[src/rtl/branch_resolve_ctrl_if.sv]
// branch_resolve_ctrl_if: EX resolve inputs, redirect/flush outputs and branch-buffer update port
interface branch_resolve_ctrl_if #(
    parameter int PC_W  = 5,
    parameter int CNT_W = 8
);
    logic             EX_valid;
    logic             EX_brn;
    logic             EX_stall;
    logic [PC_W-1:0]  EX_pc;
    logic             EX_pred_taken;
    logic [PC_W-1:0]  EX_pred_target;
    logic             EX_true_taken;
    logic [PC_W-1:0]  EX_alu_out;
    logic             redirect_valid;
    logic [PC_W-1:0]  redirect_pc;
    logic             flush_F;
    logic             flush_D;
    logic             stall_req;
    logic             upd_valid;
    logic [PC_W-1:0]  upd_pc;
    logic [PC_W-1:0]  upd_target;
    logic             upd_taken;
    logic             upd_ready;
    logic [CNT_W-1:0] branch_cnt;
    logic [CNT_W-1:0] mispredict_cnt;
    modport master (
        output EX_valid, EX_brn, EX_stall, EX_pc, EX_pred_taken, EX_pred_target,
               EX_true_taken, EX_alu_out, upd_ready,
        input  redirect_valid, redirect_pc, flush_F, flush_D, stall_req, upd_valid,
               upd_pc, upd_target, upd_taken, branch_cnt, mispredict_cnt
    );
    modport slave (
        input  EX_valid, EX_brn, EX_stall, EX_pc, EX_pred_taken, EX_pred_target,
               EX_true_taken, EX_alu_out, upd_ready,
        output redirect_valid, redirect_pc, flush_F, flush_D, stall_req, upd_valid,
               upd_pc, upd_target, upd_taken, branch_cnt, mispredict_cnt
    );
endinterface

[src/rtl/branch_resolve_ctrl.sv]
// branch_resolve_ctrl: resolves EX branches, drives redirect/flush, queues updates toward the branch buffer
module branch_resolve_ctrl #(
    parameter int PC_W      = 5,
    parameter int UPD_DEPTH = 4,
    parameter int FLUSH_CYC = 2,
    parameter int CNT_W     = 8
) (
    input logic clk,
    input logic rst,
    branch_resolve_ctrl_if.slave bus
);
    localparam int PTR_W = $clog2(UPD_DEPTH);
    localparam int FC_W  = $clog2(FLUSH_CYC + 1);
    localparam int ENT_W = 2 * PC_W + 1;
    typedef enum logic {IDLE, FLUSH} state_t;
    state_t           state, state_n;
    logic [FC_W-1:0]  fcnt, fcnt_n;
    logic [ENT_W-1:0] mem [UPD_DEPTH];
    logic [PTR_W-1:0] rd_ptr;
    logic [PTR_W-1:0] wr_ptr;
    logic [PTR_W:0]   count;
    logic             flushing, empty, full, pop, full_block, cand, accept, mispredict, fire;
    logic [PC_W-1:0]  correct_pc;
    assign flushing   = state == FLUSH;
    assign empty      = count == '0;
    assign full       = count == (PTR_W + 1)'(UPD_DEPTH);
    assign pop        = !empty && bus.upd_ready;
    assign full_block = full && !pop;
    assign cand       = bus.EX_valid && bus.EX_brn && !flushing;
    assign accept     = cand && !bus.EX_stall && !full_block;
    assign mispredict = (bus.EX_pred_taken != bus.EX_true_taken) ||
                        (bus.EX_true_taken && bus.EX_pred_target != bus.EX_alu_out);
    assign fire       = accept && mispredict;
    assign correct_pc = bus.EX_true_taken ? bus.EX_alu_out : bus.EX_pc + PC_W'(1);
    assign wr_ptr     = rd_ptr + count[PTR_W-1:0];
    assign bus.stall_req      = cand && full_block;
    assign bus.redirect_valid = fire;
    assign bus.redirect_pc    = fire ? correct_pc : '0;
    assign bus.flush_F        = fire || flushing;
    assign bus.flush_D        = fire || flushing;
    assign bus.upd_valid      = !empty;
    assign {bus.upd_pc, bus.upd_target, bus.upd_taken} = empty ? '0 : mem[rd_ptr];
    // Flush window: cycle 0 is combinational, the FSM covers the remaining FLUSH_CYC-1 cycles
    always_comb begin
        state_n = state;
        fcnt_n  = fcnt;
        if (state == IDLE) begin
            if (fire && FLUSH_CYC > 1) begin
                state_n = FLUSH;
                fcnt_n  = FC_W'(FLUSH_CYC - 1);
            end
        end else begin
            fcnt_n  = fcnt - FC_W'(1);
            state_n = (fcnt == FC_W'(1)) ? IDLE : FLUSH;
        end
    end
    // FSM state and flush down-counter registers
    always_ff @(posedge clk) begin
        if (rst) begin
            state <= IDLE;
            fcnt  <= '0;
        end else begin
            state <= state_n;
            fcnt  <= fcnt_n;
        end
    end
    // Update FIFO payload storage; validity lives in count so no reset needed
    always_ff @(posedge clk) begin
        if (accept) mem[wr_ptr] <= {bus.EX_pc, bus.EX_alu_out, bus.EX_true_taken};
    end
    // Update FIFO read pointer and occupancy; push and pop may coincide
    always_ff @(posedge clk) begin
        if (rst) begin
            rd_ptr <= '0;
            count  <= '0;
        end else begin
            if (pop) rd_ptr <= rd_ptr + PTR_W'(1);
            count <= count + (PTR_W + 1)'(accept) - (PTR_W + 1)'(pop);
        end
    end
    // Saturating statistics counters
    always_ff @(posedge clk) begin
        if (rst) begin
            bus.branch_cnt     <= '0;
            bus.mispredict_cnt <= '0;
        end else begin
            if (accept && bus.branch_cnt != '1) bus.branch_cnt <= bus.branch_cnt + CNT_W'(1);
            if (fire && bus.mispredict_cnt != '1) bus.mispredict_cnt <= bus.mispredict_cnt + CNT_W'(1);
        end
    end
endmodule

[src/flat_wrapper.sv]
// flat-port wrapper written by rule: the top's interface ports become plain ports
module branch_resolve_ctrl_flat 
#(
    parameter int PC_W      = 5,
    parameter int UPD_DEPTH = 4,
    parameter int FLUSH_CYC = 2,
    parameter int CNT_W     = 8
)
  (clk, rst, bus_EX_valid, bus_EX_brn, bus_EX_stall, bus_EX_pc, bus_EX_pred_taken, bus_EX_pred_target, bus_EX_true_taken, bus_EX_alu_out, bus_upd_ready, bus_redirect_valid, bus_redirect_pc, bus_flush_F, bus_flush_D, bus_stall_req, bus_upd_valid, bus_upd_pc, bus_upd_target, bus_upd_taken, bus_branch_cnt, bus_mispredict_cnt);
  branch_resolve_ctrl_if #(.PC_W(PC_W), .CNT_W(CNT_W)) bus_i ();
  input logic clk;
  input logic rst;
  input wire logic [$bits(bus_i.EX_valid)-1:0] bus_EX_valid;
  input wire logic [$bits(bus_i.EX_brn)-1:0] bus_EX_brn;
  input wire logic [$bits(bus_i.EX_stall)-1:0] bus_EX_stall;
  input wire logic [$bits(bus_i.EX_pc)-1:0] bus_EX_pc;
  input wire logic [$bits(bus_i.EX_pred_taken)-1:0] bus_EX_pred_taken;
  input wire logic [$bits(bus_i.EX_pred_target)-1:0] bus_EX_pred_target;
  input wire logic [$bits(bus_i.EX_true_taken)-1:0] bus_EX_true_taken;
  input wire logic [$bits(bus_i.EX_alu_out)-1:0] bus_EX_alu_out;
  input wire logic [$bits(bus_i.upd_ready)-1:0] bus_upd_ready;
  output wire logic [$bits(bus_i.redirect_valid)-1:0] bus_redirect_valid;
  output wire logic [$bits(bus_i.redirect_pc)-1:0] bus_redirect_pc;
  output wire logic [$bits(bus_i.flush_F)-1:0] bus_flush_F;
  output wire logic [$bits(bus_i.flush_D)-1:0] bus_flush_D;
  output wire logic [$bits(bus_i.stall_req)-1:0] bus_stall_req;
  output wire logic [$bits(bus_i.upd_valid)-1:0] bus_upd_valid;
  output wire logic [$bits(bus_i.upd_pc)-1:0] bus_upd_pc;
  output wire logic [$bits(bus_i.upd_target)-1:0] bus_upd_target;
  output wire logic [$bits(bus_i.upd_taken)-1:0] bus_upd_taken;
  output wire logic [$bits(bus_i.branch_cnt)-1:0] bus_branch_cnt;
  output wire logic [$bits(bus_i.mispredict_cnt)-1:0] bus_mispredict_cnt;
  assign bus_i.EX_valid = bus_EX_valid;
  assign bus_i.EX_brn = bus_EX_brn;
  assign bus_i.EX_stall = bus_EX_stall;
  assign bus_i.EX_pc = bus_EX_pc;
  assign bus_i.EX_pred_taken = bus_EX_pred_taken;
  assign bus_i.EX_pred_target = bus_EX_pred_target;
  assign bus_i.EX_true_taken = bus_EX_true_taken;
  assign bus_i.EX_alu_out = bus_EX_alu_out;
  assign bus_i.upd_ready = bus_upd_ready;
  assign bus_redirect_valid = bus_i.redirect_valid;
  assign bus_redirect_pc = bus_i.redirect_pc;
  assign bus_flush_F = bus_i.flush_F;
  assign bus_flush_D = bus_i.flush_D;
  assign bus_stall_req = bus_i.stall_req;
  assign bus_upd_valid = bus_i.upd_valid;
  assign bus_upd_pc = bus_i.upd_pc;
  assign bus_upd_target = bus_i.upd_target;
  assign bus_upd_taken = bus_i.upd_taken;
  assign bus_branch_cnt = bus_i.branch_cnt;
  assign bus_mispredict_cnt = bus_i.mispredict_cnt;
  branch_resolve_ctrl #(.PC_W(PC_W), .UPD_DEPTH(UPD_DEPTH), .FLUSH_CYC(FLUSH_CYC), .CNT_W(CNT_W)) u_core (.clk(clk), .rst(rst), .bus(bus_i));
endmodule
[config.mk]
export PLATFORM = sky130hd
export DESIGN_NAME = branch_resolve_ctrl_flat
export DESIGN_NICKNAME = d
export VERILOG_FILES = /design/src/rtl/branch_resolve_ctrl_if.sv /design/src/rtl/branch_resolve_ctrl.sv /design/src/flat_wrapper.sv
export SDC_FILE = /design/constraint.sdc
export NUM_CORES = 1
export LEC_CHECK = 0
export ABC_CLOCK_PERIOD_IN_PS = 4500
export CAP_MARGIN = 20
export CORE_MARGIN = 2
export CORE_UTILIZATION = 50
export DETAILED_ROUTE_END_ITERATION = 16
export HOLD_SLACK_MARGIN = 0.02
export PLACE_DENSITY = 0.79
export SYNTH_ARGS = -nofsm -noshare
export SYNTH_HDL_FRONTEND = slang
export SYNTH_SLANG_ARGS = --single-unit
[constraint.sdc]
create_clock -name clk -period 4.5 [get_ports clk]
set_clock_uncertainty 0.05 [all_clocks]
set_input_delay 0.9 -clock clk [delete_from_list [all_inputs] [get_ports clk]]
set_output_delay 0.9 -clock clk [all_outputs]
set_load 0.005 [all_outputs]
Yosys cells after proc, flatten, opt, wreduce, memory -nomap -nowiden

Memory sizes are Yosys's and may differ from the RTL's. A register that Yosys moved wholly into a read port is not among the register bits.
Cells that the tools add are included.

Register bits after elaboration: 24
Memory bits (writable): 44
Input bits: 23
Output and inout port bits: 37
Memories: 1

Memory list:

| memory     | words | bits a word | read ports | clocked after memory_dff | wr ports | RTL line                  | source |
|---|---|---|---|---|---|---|---|
| u_core.mem | 4     | 11          | 1          | 1                        | 1        | branch_resolve_ctrl.sv:18 | `logic [ENT_W-1:0] mem [UPD_DEPTH];` |

$add $sub $neg: 8
Eq/ne operators: 6
Multiplexer cells: 12
Reduce and logical (&&, ||, !) cells: 20

Operators by type and width:

| cell                                             | number |
|---|---|
| adder 8 x 1 -> 8 bit, second input constant      | 2 |
| inequality test 8 bit, second input constant     | 2 |
| logical AND 1 bit                                | 11 |
| 2-to-1 mux 11 bit                                | 1 |
| 2-to-1 mux 5 bit                                 | 2 |
| 2-to-1 mux 2 bit                                 | 4 |
| adder 5 x 1 -> 5 bit, second input constant      | 1 |
| logical NOT 1 bit                                | 5 |
| 2-to-1 mux 1 bit                                 | 5 |
| inequality test 5 bit                            | 1 |
| adder 3 x 1 -> 3 bit                             | 1 |
| == test 3 bit, second input constant             | 1 |
| logical NOT 3 bit                                | 1 |
| subtractor 3 x 1 -> 3 bit                        | 1 |
| adder 2 x 1 -> 2 bit, second input constant      | 1 |
| adder 2 bit                                      | 1 |
| == test 2 x 1 -> 1 bit, second input constant    | 1 |
| logical OR 1 bit                                 | 2 |
| nonzero test 2 bit                               | 1 |
| subtractor 2 x 1 -> 2 bit, second input constant | 1 |
| inequality test 1 bit                            | 1 |

Longest topological paths before layout

Depth after elaboration: 10
Gate-level depth with buffers: 10
Depth with buffers taken out: 10

Worst setup path before layout

Ideal clock, no wire load.

Path kind: input-to-output
Start: input bus_upd_ready
End: output bus_redirect_pc[0]
Arrival: 2.249 ns
Required time: 3.550 ns
Slack: 1.301 ns
Cell stages on the path: 7
Cells stage by stage: nor4b_1 or4_1 buf_2 a211o_1 buf_6 buf_2 nor2_1

Word-level cells in the longest chain between the ends: 7

Ends and longest elaborated chain:

| item               | RTL line                  | source |
|---|---|---|
| start: declaration | flat_wrapper.sv:21        | `input wire logic [$bits(bus_i.upd_ready)-1:0] bus_upd_ready;` |
| logical AND 1 bit  | branch_resolve_ctrl.sv:27 | `assign pop = !empty && bus.upd_ready;` |
| logical NOT 1 bit  | branch_resolve_ctrl.sv:28 | `assign full_block = full && !pop;` |
| logical AND 1 bit  | branch_resolve_ctrl.sv:28 |  |
| logical NOT 1 bit  | branch_resolve_ctrl.sv:30 | `assign accept = cand && !bus.EX_stall && !full_block;` |
| logical AND 1 bit  | branch_resolve_ctrl.sv:30 |  |
| logical AND 1 bit  | branch_resolve_ctrl.sv:33 | `assign fire = accept && mispredict;` |
| 2-to-1 mux 5 bit   | branch_resolve_ctrl.sv:38 | `assign bus.redirect_pc = fire ? correct_pc : '0;` |
| end: declaration   | flat_wrapper.sv:23        | `output wire logic [$bits(bus_i.redirect_pc)-1:0] bus_redirect_pc;` |

Every way passes these cells.

Worst setup path after layout

Start: input bus_upd_ready
End: output bus_redirect_pc[1]

Same word-level chain as after synthesis.

==> results_tabular.tex <==
\begin{tabular}{lr}
\hline
Metric & Value \\
\hline
\multicolumn{2}{l}{\textbf{Drt}} \\
\quad Wire length reported by the detailed router & 6353 um \\
\quad Initial DRC Count & 125 \\
\quad Per-cell via count in the routed design & 5.570 \\
\quad Routed len/inst & 16.17 um \\
\quad Post-route ant nets & 0 \\
\quad Total iterations of the first detailed-routing run & 4 \\
\quad Number of remaining DRC errors & 0 \\
\quad Via count & 2189 \\
\multicolumn{2}{l}{\textbf{Global routing}} \\
\quad Remaining global-route overflow & 0 \\
\quad Antenna violations before repair & 0 \\
\quad Number of global-route vias before repair & 2030 \\
\quad First-pass GRT wire length & 10250 um \\
\quad Global-route track usage on met1 & 0.2468 \\
\quad Pin count of the biggest net entering global routing & 28 \\
\quad Met2 track demand over resource & 0.3065 \\
\quad Global Route met3 Usage & 0.05169 \\
\quad Total routing usage reported by global routing & 0.1921 \\
\quad Top Usage Layer GRT & met2 \\
\multicolumn{2}{l}{\textbf{Synthesis}} \\
\quad Most instantiated flip-flop cell in the synthesis netlist & sky130\_fd\_sc\_hd\_\_edfxtp\_1 \\
\quad Cell types occupying the most area after synthesis & sky130\_fd\_sc\_hd\_\_edfxtp\_1 42\%, sky130\_fd\_sc\_hd\_\_dfxtp\_1 17\%, sky130\_fd\_sc\_hd\_\_mux4\_2 7.9\%, sky130\_fd\_sc\_hd\_\_xor2\_1 3.9\%, sky130\_fd\_sc\_hd\_\_nor2\_1 3.1\% \\
\quad Post-synth top area cell & sky130\_fd\_sc\_hd\_\_edfxtp\_1 \\
\quad Fraction of registers with async set or reset after synthesis & 0 \\
\quad Most used standard cell by instance count after synthesis & sky130\_fd\_sc\_hd\_\_edfxtp\_1 \\
\quad Number of distinct library cells after synthesis & 40 \\
\quad Fraction of the yosys area taken by sequential cells & 0.5888 \\
\quad Synthesized instance count & 247 \\
\quad Leading cell types by count after synthesis & 44 x sky130\_fd\_sc\_hd\_\_edfxtp\_1, 26 x sky130\_fd\_sc\_hd\_\_dfxtp\_1, 26 x sky130\_fd\_sc\_hd\_\_nor2\_1, 15 x sky130\_fd\_sc\_hd\_\_a21oi\_1, 14 x sky130\_fd\_sc\_hd\_\_xor2\_1 \\
\quad Synthesized cell area & 3128 sq um \\
\quad Count of synthesis-stage warnings from yosys & 0 \\
\quad Synthesized net count & 278 \\
\quad Number of synthesized flops with an enable pin & 44 \\
\quad Area share of the leading cell type in the synthesized netlist & 0.4224 \\
\quad Synthesized area per cell & 12.66 sq um \\
\quad Register bit count reported by yosys & 70 \\
\multicolumn{2}{l}{\textbf{Power}} \\
\quad Fraction of power spent switching nets & 0.2616 \\
\quad Leakage component of the power & 1.392 nW \\
\quad Net Switching & 0.5045 mW \\
\quad Part of the power in combinational logic & 0.266 \\
\quad Peak supply drop & 0.0002840 V \\
\quad Int Pwr & 1.424 mW \\
\quad Power density over the cells & 475.9 nW/um\^{}2 \\
\quad Total power & 1.929 mW \\
\quad Clock power share & 0.317 \\
\quad Part of the power in registers & 0.417 \\
\multicolumn{2}{l}{\textbf{Setup path}} \\
\quad Required time reported for the critical path endpoint & 3550 ps \\
\quad Critical Path AT & 3230 ps \\
\quad Largest fanout on the critical path & 9 \\
\quad Critical path type & in -> out \\
\quad Critical path capture point type & output port \\
\quad Worst reg-to-reg setup slack & 1780 ps \\
\quad Critical path startpoint & bus\_upd\_ready \\
\quad Destination of the worst register-to-register timing path & u\_core.count[2] \\
\quad Worst R2R Start & u\_core.count[1] \\
\quad Cell depth of the worst flop-to-flop path & 10 \\
\quad Critical Path Source Type & input pin \\
\multicolumn{2}{l}{\textbf{CTS}} \\
\quad Post-CTS Hold Buffers & 0 \\
\quad Total clock buffers created by CTS & 9 \\
\quad Root buffer cell & sky130\_fd\_sc\_hd\_\_clkbuf\_8 \\
\quad Clock-pin transition on the worst setup and hold timing paths & 70 ps \\
\quad Clock buffer depth & 2 \\
\quad Worst-Skew Late Latency & 340 ps \\
\quad Post-CTS repair timing setup buffer count & 0 \\
\quad Clock tree from TritonCTS & built \\
\quad Clk sinks & 70 \\
\quad Number of levels in the clock H-tree & 3 \\
\quad Resized cells post-CTS & 0 \\
\multicolumn{2}{l}{\textbf{Place}} \\
\quad Placement Setup Slack & 325.3 ps \\
\quad Count of buffers from port buffering & 59 \\
\quad DP HPWL & 4280 um \\
\quad RePlAce Congestion & 0.7630 \\
\multicolumn{2}{l}{\textbf{STA}} \\
\quad Final-layout setup total negative slack & 0 ps \\
\quad Slew of the pin with the lowest slew margin & 973.0 ps \\
\quad Hold Fails Final Rpt & 0 \\
\quad Final clock period utilization by the worst path & 0.9292 \\
\quad Slack of the critical path & 318.6 ps \\
\quad Count of final setup violators & 0 \\
\quad RSZ-0062 raised after global routing & no \\
\quad Max frequency & 239.2 MHz \\
\quad Max-Slew Margin vs Limit & 0.3493 \\
\quad Min Clock Period, post-route & 4181 ps \\
\quad Max-slew violations & 0 \\
\multicolumn{2}{l}{\textbf{Floorplan}} \\
\quad Std-Cell Core Area & 5991 sq um \\
\quad Die Y-Extent & 83.10 um \\
\quad Standard-cell rows & 28 \\
\quad Effective utilization at floorplan & 0.5221 \\
\quad Die Width & 83.10 um \\
\quad I/O pin cnt & 60 \\
\quad Die Area & 6905 sq um \\
\multicolumn{2}{l}{\textbf{Hold path}} \\
\quad Startpoint of the most critical hold path & u\_core.bus.branch\_cnt[1] \\
\quad Worst hold path endpoint & u\_core.bus.branch\_cnt[1] \\
\quad Cells on Worst Hold Path & 2 \\
\quad Hold/Removal Path Class & reg -> reg \\
\multicolumn{2}{l}{\textbf{Final layout}} \\
\quad Antenna Cells & 0 \\
\quad Count of nets after finishing & 344 \\
\quad Share of cells above drive strength 1 & 0.1132 \\
\quad Share of the core filled with cells & 0.6765 \\
\quad Layout area overhead & 29.56\% \\
\multicolumn{2}{l}{\textbf{Status}} \\
\quad Run status & finished, final reports clean \\
\multicolumn{2}{l}{\textbf{Flow run}} \\
\quad Number of max-capacitance violations reported & 0 \\
\hline
\end{tabular}
[critical path, stage by stage]
cell and delay [ps]:
sky130_fd_sc_hd__clkdlybuf4s50_1 470, sky130_fd_sc_hd__nor4b_1 60, sky130_fd_sc_hd__or4_1 600, sky130_fd_sc_hd__a211o_1 490, sky130_fd_sc_hd__nor2_1 190, sky130_fd_sc_hd__clkdlybuf4s50_1 530
[cell type report]
cell class | count | area (sq um)
clock buffer | 9 | 123.9
clock inverter | 7 | 121.4
fill | 457 | 1938
inverter | 8 | 30.03
multi-input combinational | 158 | 1201
sequential | 70 | 1842
tap | 75 | 93.84
timing repair buffer | 66 | 640.6
[worst max-delay path by stage]
| stage | slack [ps] | end | cells past startpoint |
|---|---|---|---|
| floorplan | 1300 | bus_redirect_pc[0] | 7 |
| global placement | 350 | bus_flush_D | 6 |
| detailed placement | 330 | bus_redirect_pc[1] | 6 |
| CTS | 330 | bus_redirect_pc[1] | 6 |
| global route | 210 | bus_flush_F | 6 |
| finish | 320 | bus_redirect_pc[1] | 6 |
[flip-flops by register name, indices dropped and copies added (netlist names), named ones only]
name and count:
u_core.bus.branch_cnt 8, u_core.bus.mispredict_cnt 8, u_core.rd_ptr 2, u_core.flushing 1, u_core.fcnt 2, u_core.count 3
u_core.mem 44
[layer usage]
| metal | wire length (um) | part of all wire |
|---|---|---|
| met1 | 2822 | 0.44 |
| met2 | 3086 | 0.49 |
| met3 | 306 | 0.048 |
| met4 | 138 | 0.022 |
| met5 | 0 | 0 |
[cell families after synthesis]
logic type | share of synthesized area
AOI/OAI and AO/OA | 0.04760
xor gates and xnor gates | 0.05600
adders and majority gates | 0.03440
buffers and inverters | 0.02720
DFF | 0.5888
muxes | 0.08920
and+or+nand+nor | 0.1568
[metrics by stage]
stage,hold WS (ps),cells,instance area [sq um]
6_report,459.7,393,4053
5_1_grt,497.3,393,4053
2_1_floorplan,419.1,247,3128
4_1_cts,465.3,392,4048
3_3_place_gp,437.4,376,3802
3_5_place_dp,449.8,376,3802
[power by group through the flow]
stage               Clock (mW)  Sequential (mW)  Combinational (mW)
floorplan                    0            0.781               0.316
global placement             0            0.818               0.512
detailed placement           0            0.821               0.519
CTS                      0.621            0.808               0.521
global route             0.647            0.818               0.560
finish                   0.612            0.804               0.513
[cells in the final DEF, fill, tap and decap left out, types with 3 or more instances in the layout]
master	n
sky130_fd_sc_hd__a21oi_1	15
sky130_fd_sc_hd__and2_1	12
sky130_fd_sc_hd__and3_1	3
sky130_fd_sc_hd__buf_4	6
sky130_fd_sc_hd__bufinv_16	3
sky130_fd_sc_hd__clkbuf_8	9
sky130_fd_sc_hd__clkdlybuf4s50_1	59
sky130_fd_sc_hd__dfxtp_1	26
sky130_fd_sc_hd__edfxtp_1	44
sky130_fd_sc_hd__ha_1	7
sky130_fd_sc_hd__inv_1	7
sky130_fd_sc_hd__mux4_2	11
sky130_fd_sc_hd__nand2_1	10
sky130_fd_sc_hd__nand2b_1	4
sky130_fd_sc_hd__nand3_1	12
sky130_fd_sc_hd__nor2_1	26
sky130_fd_sc_hd__nor3_1	4
sky130_fd_sc_hd__o31ai_1	5
sky130_fd_sc_hd__or3_1	6
sky130_fd_sc_hd__or4_1	4
sky130_fd_sc_hd__xnor2_1	6
sky130_fd_sc_hd__xor2_1	14
(Power assumes the default switching activity.)
